### config.mk
export PLATFORM = sky130hd
export DESIGN_NAME = fetch_stage_flat
export DESIGN_NICKNAME = d
export VERILOG_FILES = /design/src/rtl/fetch_stage_pkg.sv /design/src/rtl/fetch_stage_if.sv /design/src/rtl/fetch_stage_if_id_reg.sv /design/src/rtl/fetch_stage.sv /design/src/flat_wrapper.sv
export SDC_FILE = /design/constraint.sdc
export NUM_CORES = 1
export LEC_CHECK = 0
export ABC_AREA = 1
export BUFFER_PORTS_ARGS = -buffer_cell sky130_fd_sc_hd__buf_2
export CELL_PAD_IN_SITES_DETAIL_PLACEMENT = 2
export CELL_PAD_IN_SITES_GLOBAL_PLACEMENT = 2
export CORE_MARGIN = 3
export CORE_UTILIZATION = 28
export DETAILED_ROUTE_END_ITERATION = 8
export PLACE_DENSITY_LB_ADDON = 0.1
export RECOVER_POWER = 50
export SYNTH_ARGS = -nofsm -noshare
export SYNTH_HDL_FRONTEND = slang
export SYNTH_HIERARCHICAL = 1
export SYNTH_SLANG_ARGS = --single-unit
### constraint.sdc
create_clock -name clk -period 2.21 [get_ports clk]
set_clock_uncertainty 0.2 [all_clocks]
set_input_delay 0.1105 -clock clk [delete_from_list [all_inputs] [get_ports clk]]
set_output_delay 0.1105 -clock clk [all_outputs]
set_load 0.005 [all_outputs]
### src/rtl/fetch_stage_pkg.sv
// Shared constants and types for the fetch stage and the pipeline registers
// built from if_id_reg. FETCH_ALIGN_CHECK_EN adds the address-error flag to
// the IF/ID slot payload.
package fetch_stage_pkg;

  localparam logic [31:0] RESET_PC_DEFAULT = 32'h0000_3000;
  localparam int          IM_AW_DEFAULT    = 12;
  localparam logic [31:0] NOP_INSTR        = 32'h0000_0000;
  localparam logic [31:0] PC_STEP          = 32'd4;
  localparam logic [31:0] LINK_OFFSET      = 32'd8;

  // Part of IF/ID that is cleared to a bubble by a flush. An all-zero value
  // is the bubble: nop instruction, not valid, no exception.
  typedef struct packed {
`ifdef FETCH_ALIGN_CHECK_EN
    logic        exc_adel;
`endif
    logic        valid;
    logic [31:0] instr;
  } ifid_slot_t;

  // Part of IF/ID that is never cleared; the link value is carried as its
  // own register so D never adds 8 in its own timing path.
  typedef struct packed {
    logic [31:0] pc8;
    logic [31:0] pc;
  } ifid_pc_t;

  // Word offset of a PC from the instruction-memory base. Addresses below
  // the base simply wrap.
  function automatic logic [31:0] pc_word_offset(input logic [31:0] pc,
                                                 input logic [31:0] base);
    return (pc - base) >> 2;
  endfunction

endpackage

### src/rtl/fetch_stage_if.sv
// Bus between the fetch stage and its surroundings: IM read port, hazard and
// redirect controls from D, and the IF/ID outputs. FETCH_ALIGN_CHECK_EN adds
// D_exc_adel.
interface fetch_stage_if #(
  parameter int IM_AW = 12
);
  logic [IM_AW-1:0] im_widx;
  logic [31:0]      im_rdata;
  logic             stall;
  logic             flush;
  logic             redir_valid;
  logic [31:0]      redir_target;
  logic [31:0]      F_pc;
  logic [31:0]      D_instr;
  logic [31:0]      D_pc;
  logic [31:0]      D_pc8;
  logic             D_valid;
  logic [31:0]      fetch_cnt;
`ifdef FETCH_ALIGN_CHECK_EN
  logic             D_exc_adel;
`endif

  // Fetch stage side.
  modport slave (
    output im_widx,
    input  im_rdata,
    input  stall,
    input  flush,
    input  redir_valid,
    input  redir_target,
    output F_pc,
    output D_instr,
    output D_pc,
    output D_pc8,
    output D_valid,
    output fetch_cnt
`ifdef FETCH_ALIGN_CHECK_EN
    , output D_exc_adel
`endif
  );

  // Memory / hazard unit / decode side.
  modport master (
    input  im_widx,
    output im_rdata,
    output stall,
    output flush,
    output redir_valid,
    output redir_target,
    input  F_pc,
    input  D_instr,
    input  D_pc,
    input  D_pc8,
    input  D_valid,
    input  fetch_cnt
`ifdef FETCH_ALIGN_CHECK_EN
    , input D_exc_adel
`endif
  );

endinterface

### src/rtl/fetch_stage_if_id_reg.sv
// Generic pipeline register with hold and clear. The payload is split into a
// clearable slot (zeroed by clear, zero at reset) and a kept part that only
// loads when not held. Used for IF/ID and intended for D/E and E/M.
module if_id_reg #(
  parameter int              CW    = 33,
  parameter int              KW    = 64,
  parameter logic [KW-1:0]   K_RST = '0
) (
  input  logic          clk,
  input  logic          reset,
  input  logic          i_hold,
  input  logic          i_clear,
  input  logic [CW-1:0] i_cdata,
  input  logic [KW-1:0] i_kdata,
  output logic [CW-1:0] o_cdata,
  output logic [KW-1:0] o_kdata
);

  logic [CW-1:0] r_cdata;
  logic [KW-1:0] r_kdata;

  // Hold freezes everything except a concurrent clear of the slot.
  always_ff @(posedge clk) begin
    if (reset) begin
      r_cdata <= '0;
      r_kdata <= K_RST;
    end else if (i_hold) begin
      if (i_clear) begin
        r_cdata <= '0;
      end
    end else begin
      r_kdata <= i_kdata;
      r_cdata <= i_clear ? '0 : i_cdata;
    end
  end

  assign o_cdata = r_cdata;
  assign o_kdata = r_kdata;

endmodule

### src/rtl/fetch_stage.sv
// F stage of the five-stage MIPS pipeline with delayed branches: PC register,
// IM addressing, stall/flush/redirect handling, IF/ID register and fetch
// counter. Optional macro FETCH_ALIGN_CHECK_EN turns fetches from unaligned
// PCs into address-error bubbles flagged on D_exc_adel.
module fetch_stage
  import fetch_stage_pkg::*;
#(
  parameter logic [31:0] RESET_PC = RESET_PC_DEFAULT,
  parameter int          IM_AW    = IM_AW_DEFAULT
) (
  input  logic          clk,
  input  logic          reset,
  fetch_stage_if.slave  bus
);

  localparam logic [63:0] PC_RST = {RESET_PC + LINK_OFFSET, RESET_PC};

  logic [31:0] r_pc;
  logic [31:0] r_fetch_cnt;
  logic [31:0] w_next_pc;
  logic        w_unaligned;
  logic        w_count_en;
  ifid_slot_t  w_slot_d;
  ifid_slot_t  w_slot_q;
  ifid_pc_t    w_pcs_d;
  ifid_pc_t    w_pcs_q;

  // Redirect wins over sequential fetch; PC arithmetic wraps silently.
  assign w_next_pc = bus.redir_valid ? bus.redir_target : r_pc + PC_STEP;

`ifdef FETCH_ALIGN_CHECK_EN
  assign w_unaligned = |r_pc[1:0];
`else
  assign w_unaligned = 1'b0;
`endif

  // Word index ignores PC[1:0]; unaligned PCs fetch the truncated word.
  assign bus.im_widx = IM_AW'(pc_word_offset(r_pc, RESET_PC));

  // Build the IF/ID load value; an unaligned fetch becomes a flagged bubble.
  always_comb begin
    w_slot_d       = '0;
    w_slot_d.instr = w_unaligned ? NOP_INSTR : bus.im_rdata;
    w_slot_d.valid = ~w_unaligned;
`ifdef FETCH_ALIGN_CHECK_EN
    w_slot_d.exc_adel = w_unaligned;
`endif
    w_pcs_d.pc     = r_pc;
    w_pcs_d.pc8    = r_pc + LINK_OFFSET;
  end

  // PC freezes on stall; redirects during a stall are re-sent by D later.
  always_ff @(posedge clk) begin
    if (reset) begin
      r_pc <= RESET_PC;
    end else if (!bus.stall) begin
      r_pc <= w_next_pc;
    end
  end

  // Only real instructions entering IF/ID are counted.
  assign w_count_en = ~bus.stall & ~bus.flush & ~w_unaligned;

  // Fetch counter, wrapping at 2^32.
  always_ff @(posedge clk) begin
    if (reset) begin
      r_fetch_cnt <= '0;
    end else if (w_count_en) begin
      r_fetch_cnt <= r_fetch_cnt + 32'd1;
    end
  end

  if_id_reg #(
    .CW    ($bits(ifid_slot_t)),
    .KW    ($bits(ifid_pc_t)),
    .K_RST (PC_RST)
  ) u_if_id (
    .clk     (clk),
    .reset   (reset),
    .i_hold  (bus.stall),
    .i_clear (bus.flush),
    .i_cdata (w_slot_d),
    .i_kdata (w_pcs_d),
    .o_cdata (w_slot_q),
    .o_kdata (w_pcs_q)
  );

  assign bus.F_pc      = r_pc;
  assign bus.D_instr   = w_slot_q.instr;
  assign bus.D_valid   = w_slot_q.valid;
  assign bus.D_pc      = w_pcs_q.pc;
  assign bus.D_pc8     = w_pcs_q.pc8;
  assign bus.fetch_cnt = r_fetch_cnt;
`ifdef FETCH_ALIGN_CHECK_EN
  assign bus.D_exc_adel = w_slot_q.exc_adel;
`endif

endmodule

### src/flat_wrapper.sv
// flat-port wrapper written by rule: the top's interface ports become plain ports
module fetch_stage_flat import fetch_stage_pkg::*;
#(
  parameter logic [31:0] RESET_PC = RESET_PC_DEFAULT,
  parameter int          IM_AW    = IM_AW_DEFAULT
)
  (clk, reset, bus_im_widx, bus_im_rdata, bus_stall, bus_flush, bus_redir_valid, bus_redir_target, bus_F_pc, bus_D_instr, bus_D_pc, bus_D_pc8, bus_D_valid, bus_fetch_cnt);
  fetch_stage_if #(.IM_AW(IM_AW)) bus_i ();
  input  logic clk;
  input  logic reset;
  output wire logic [$bits(bus_i.im_widx)-1:0] bus_im_widx;
  input wire logic [$bits(bus_i.im_rdata)-1:0] bus_im_rdata;
  input wire logic [$bits(bus_i.stall)-1:0] bus_stall;
  input wire logic [$bits(bus_i.flush)-1:0] bus_flush;
  input wire logic [$bits(bus_i.redir_valid)-1:0] bus_redir_valid;
  input wire logic [$bits(bus_i.redir_target)-1:0] bus_redir_target;
  output wire logic [$bits(bus_i.F_pc)-1:0] bus_F_pc;
  output wire logic [$bits(bus_i.D_instr)-1:0] bus_D_instr;
  output wire logic [$bits(bus_i.D_pc)-1:0] bus_D_pc;
  output wire logic [$bits(bus_i.D_pc8)-1:0] bus_D_pc8;
  output wire logic [$bits(bus_i.D_valid)-1:0] bus_D_valid;
  output wire logic [$bits(bus_i.fetch_cnt)-1:0] bus_fetch_cnt;
  assign bus_im_widx = bus_i.im_widx;
  assign bus_i.im_rdata = bus_im_rdata;
  assign bus_i.stall = bus_stall;
  assign bus_i.flush = bus_flush;
  assign bus_i.redir_valid = bus_redir_valid;
  assign bus_i.redir_target = bus_redir_target;
  assign bus_F_pc = bus_i.F_pc;
  assign bus_D_instr = bus_i.D_instr;
  assign bus_D_pc = bus_i.D_pc;
  assign bus_D_pc8 = bus_i.D_pc8;
  assign bus_D_valid = bus_i.D_valid;
  assign bus_fetch_cnt = bus_i.fetch_cnt;
  fetch_stage #(.RESET_PC(RESET_PC), .IM_AW(IM_AW)) u_core (.clk(clk), .reset(reset), .bus(bus_i));
endmodule
* Word level (Yosys, flattened, before mapping)
Index checks and enable logic that the tools add are counted.
** Word-level totals
- Flip-flop bits (word level) :: 161
- Input bits :: 69
- Output and inout port bits :: 173
- Word-level logic and storage cells :: 16
** Operators by class
- Add/sub/neg operators :: 4
- Eq/ne operators :: 1
- Multiplexer cells :: 4
- Bitwise operators :: 3
** Operator list (number)
- 33-bit two-way mux :: 3
- 32-bit by 1-bit adder with 32-bit output (second input constant) :: 1
- 32-bit by 3-bit adder with 32-bit output (second input constant) :: 1
- 32-bit by 4-bit adder with 32-bit output (second input constant) :: 1
- 32-bit two-way mux :: 1
- 14-bit subtractor (second input constant) :: 1
- 2-bit by 1-bit inequality test with 1-bit output (second input constant) :: 1
- 1-bit inverter :: 2
- 1-bit AND :: 1

* Depth between registers and ports, before layout
- Word-level depth :: 2
- Mapped depth :: 11

* Hierarchy
Netlist, hierarchy kept.
** Modules (own cells, without submodules)
- fetch_stage :: instances 1, cells each 761, area an instance 4854.7 sq um, seq. area each 1281.2 sq um
- if_id_reg :: instances 1, cells each 425, area an instance 3626.0 sq um, seq. area each 1941.9 sq um

* Least setup slack after synthesis
Ideal clock, no wire load.
- Kind :: register to register
- From :: reg u_core.r_pc[4] (netlist: u_core/bus.F_pc[4])
- To :: reg u_core.u_if_id.r_kdata[59] (netlist: u_core/u_if_id/o_kdata[59])
- Arrival :: 1.594 ns
- Data required time :: 1.894 ns
- Setup slack :: 0.300 ns
- Stages on the path, launching flop included :: 12
- Clock period less this slack :: 1.910 ns
- Cells stage by stage :: dfxtp_1 > ha_1 > nand3_1 > inv_1 > nand2_2 > nor2_4 > nand2_2 > nor2_4 > nand2_1 > xor2_1 > o21ai_0 > nor2_1
** RTL lines
- from (decl) :: line fetch_stage.sv:18 : logic [31:0] r_pc;
- from (signal assigned) :: line fetch_stage.sv:57 : r_pc <= w_next_pc;
- to (signal assigned) :: line fetch_stage_if_id_reg.sv:32 : r_kdata <= i_kdata;
- to (decl) :: line fetch_stage_if_id_reg.sv:20 : logic [KW-1:0] r_kdata;

* Worst setup path after layout
- From :: in bus_stall
- To :: reg u_core.u_if_id.r_cdata[28] (netlist: u_core/u_if_id/o_cdata[28])
** On the way
- Cells in the longest elaborated chain, start to end :: 1
** Ends and longest elaborated chain
- from (decl) :: line flat_wrapper.sv:13 : input wire logic [$bits(bus_i.stall)-1:0] bus_stall;
- 2-bit by 1-bit inequality test with 1-bit output (no line) / 33-bit two-way mux (equally long branches)
- to (signal assigned) :: line fetch_stage_if_id_reg.sv:33 : r_cdata <= i_clear ? '0 : i_cdata;
- to (decl) :: line fetch_stage_if_id_reg.sv:19 : logic [CW-1:0] r_cdata;
Several ways; a longest one is shown, not always the timed one.
A chain may end at the register's enable or synchronous reset.

==> impl_metrics.toml <==
[finish]
fill_cells = 3618
areaGrowthSynthToFinish_pct = 30.85
drive_gt1_share_pct = 19.53
antenna_cells = 0
nets = 1550

[floorplanning]
die-area_um2 = 32410
die_y_um = 180.0
die_width_um = 180.0
rows = 63
coreArea_um2 = 29720
ios = 242
start_util_pct = 28.54

[detailed_routing]
via_per_inst = 4.746
wl_per_cell_um = 18.59
drc = 0
ant_nets = 0
vias = 8923
drtPass1Iterations = 4
drt_wl_total_um = 34950
drt_iter0_markers = 355

[sta]
rsz0062_at_grt = "no"
fin_setup_tns_ns = 0
setup_viol = 0
slew_viol_final = 0
max_slew_margin_pct = 60.02
post-route-period-util_pct = 95.17
period_minus_slack_ns = 2.103
hold_ws_ns = 0.2806
max_freq_mhz = 475.4
worst_slew_pin_slew_ns = 0.5990
finalHoldViolCount = 0

[clock_network]
clk_latency_ns = 0.43
root_buffer = "clkbuf_16"
cts_sinks = 161
h-tree-depth = 4
clockBufferDepth = 2
cts_buffers = 17
cts_tree = "built"
path_clk_slew_ns = 0.07

[synth]
yosysWarningCount = 6
yosys.area.top_type = "dfxtp_1"
synth.distinct_cells = 35
netlist.area_leader.share_pct = 38.01
syn-cell-area_um2 = 8481
syn_inst = 1186
avgSynthCellArea_um2 = 7.151
syn-num-nets = 1259
ys_seq_area_share_pct = 38.01
ys_ff_latch = 161
ys_top_cells_by_area = "dfxtp_1, nand2_1, nor2_1"

[worst_setup_path]
reg2reg_depth = 9
endpoint_kind = "flop"
start_kind = "input port"
cp.required_ns = 2.38
criticalPathCategory = "input port to flop"
arrival_ns = 2.27
rrSetupSlack_ns = 0.18
cp_max_fo = 33

[place]
dp_hpwl_um = 24750
portBuffers = 241
place.gp.congestion = 0.8039

[hold_path]
min-delay-path-class = "flop to flop"
holdPathStages = 2

[flow_run]
drv_cap = 0

[global_route]
grt_util_all_layers_pct = 21.67
grt_pass1_wl_um = 56390
grt_pass1_vias = 9997
grt_max_degree = 51
antenna_found_initial = 1
grt-ovfl-total = 0

[status]
outcome = "complete, no violations"

[power]
max-vdd-ir-drop_v = 0.0004548
leakage_nw = 4.643
pwr_density_cell_nw_per_um2 = 654.2
-- registers in the layout, indices dropped and copies added, names as in the netlist --
name and flops:
u_core/bus.F_pc 32, u_core/bus.fetch_cnt 32, u_core/u_if_id/o_cdata 33, u_core/u_if_id/o_kdata 64
-- final timing paths --
check / startpoint / to
setup / recovery: bus_stall / u_core/u_if_id/o_cdata[28]$_SDFFE_PP0P_
hold / removal: u_core/u_if_id/o_kdata[13]$_SDFFE_PP1N_ / u_core/u_if_id/o_kdata[13]$_SDFFE_PP1N_
hold reg to reg: u_core/u_if_id/o_kdata[13]$_SDFFE_PP1N_ / u_core/u_if_id/o_kdata[13]$_SDFFE_PP1N_
setup reg to reg: u_core/bus.F_pc[5]$_SDFFE_PP0N_ / u_core/bus.F_pc[21]$_SDFFE_PP0N_
-- cell usage in the layout, fill, tap and decap left out, types with 2 or more instances in the layout --
master         netlist  routed
a211oi_1             3       3
a21oi_1             79      79
a21oi_2             10      10
buf_12               4       3
buf_2               12     137
buf_4               48      25
bufinv_16            0       2
clkbuf_1            14     116
clkbuf_16            0      17
clkbuf_2             5       2
clkbuf_8             0       2
clkinv_2             0       3
clkinv_4             1       4
dfxtp_1            161     158
dfxtp_2              0       3
dlygate4sd3_1        0      80
ha_1                 4       4
inv_1               74      74
inv_2               10       9
inv_6                0       3
inv_8                0       2
nand2_1            238     238
nand2_2              9       9
nand2_4              4       4
nand3_1             72      72
nand3_2             19      19
nand3_4              3       3
nand4_1              3       3
nor2_1             215     213
nor2_2              10      10
nor2_4              16      18
nor2_8               4       4
nor3_1              11      11
o211ai_1             4       4
o21ai_0             90      90
o21ai_1             12      12
o21bai_1             4       4
xnor2_1              3       3
xor2_1              32      32
-- power breakdown --
group,internal (W),switching [W],leakage (nW)
clock network,0.00175,0.00137,0.302
registers,0.00304,0.000114,1.32
logic,0.000403,0.000576,3.02
-- cells in the mapped netlist, drive strengths merged --
| master | instances |
|---|---|
| a211oi | 3 |
| a21oi | 89 |
| a31oi | 1 |
| buf | 73 |
| clkbuf | 19 |
| clkinv | 1 |
| conb | 1 |
| dfxtp | 161 |
| ha | 4 |
| inv | 84 |
| nand2 | 251 |
| nand3 | 94 |
| nand4 | 3 |
| nor2 | 245 |
| nor3 | 12 |
| o211ai | 4 |
| o21ai | 102 |
| o21bai | 4 |
| xnor2 | 3 |
| xor2 | 32 |
-- metal layers --
metal	global-route usage [%]	up-vias	share of wire [%]
met5	0	-	0.037
met3	3.876	32	3.6
met4	5.557	2	1.8
met1	24.60	4399	41
li1	-	4339	-
met2	41.63	151	54
-- final cells by class --
class                           instances  area (µm²)  area share [%]
Multi-Input combinational cell        848        4269           38.47
Clock inverter                         13       150.1           1.353
Sequential cell                       161        3227           29.08
Inverter                               85       326.6           2.943
Timing Repair Buffer                  364        2183           19.68
Clock buffer                           19       452.9           4.082
Tap cell                              390       488.0           4.397
-- critical path: stages --
cell           delay [ns]
dlygate4sd3_1        0.54
buf_4                0.27
nor2_8               0.45
nand2_1              0.16
a21oi_1              0.15
dlygate4sd3_1        0.56
-- timing repair --
item,in CTS,in global routing
setup buffers,0,0
hold buffers,80,0
endpoints found under the hold margin,71,0
setup endpoints to repair,0,13
resized for setup,0,9
-- through the flow --
stage	area (µm²)	utilization, %	power (W)	worst slack, ns	std cells
6_report	11100	37.34	0.007259	0.1066	1880
5_1_grt	11100	37.34	0.007649	0.01042	1880
4_1_cts	11260	37.90	0.007425	0.03641	1880
3_5_place_dp	9858	33.17	0.004132	0.04519	1768
3_3_place_gp	9858	33.17	0.004110	0.07297	1768
2_1_floorplan	8481	-	0.003737	0.3002	1186
-- logic make-up after synthesis --
kind of cell,count (synthesis),share of synthesized area (%)
AO/OA/AOI/OAI,203,12.76
XOR/XNOR,35,3.615
adder cells (fa/ha/maj),4,0.5902
buffers and inverters,177,11.83
flip-flops,161,38.01
other,1,0.04422
AND/OR/NAND/NOR,605,33.15
No activity file was read; power rests on OpenSTA's default activity.
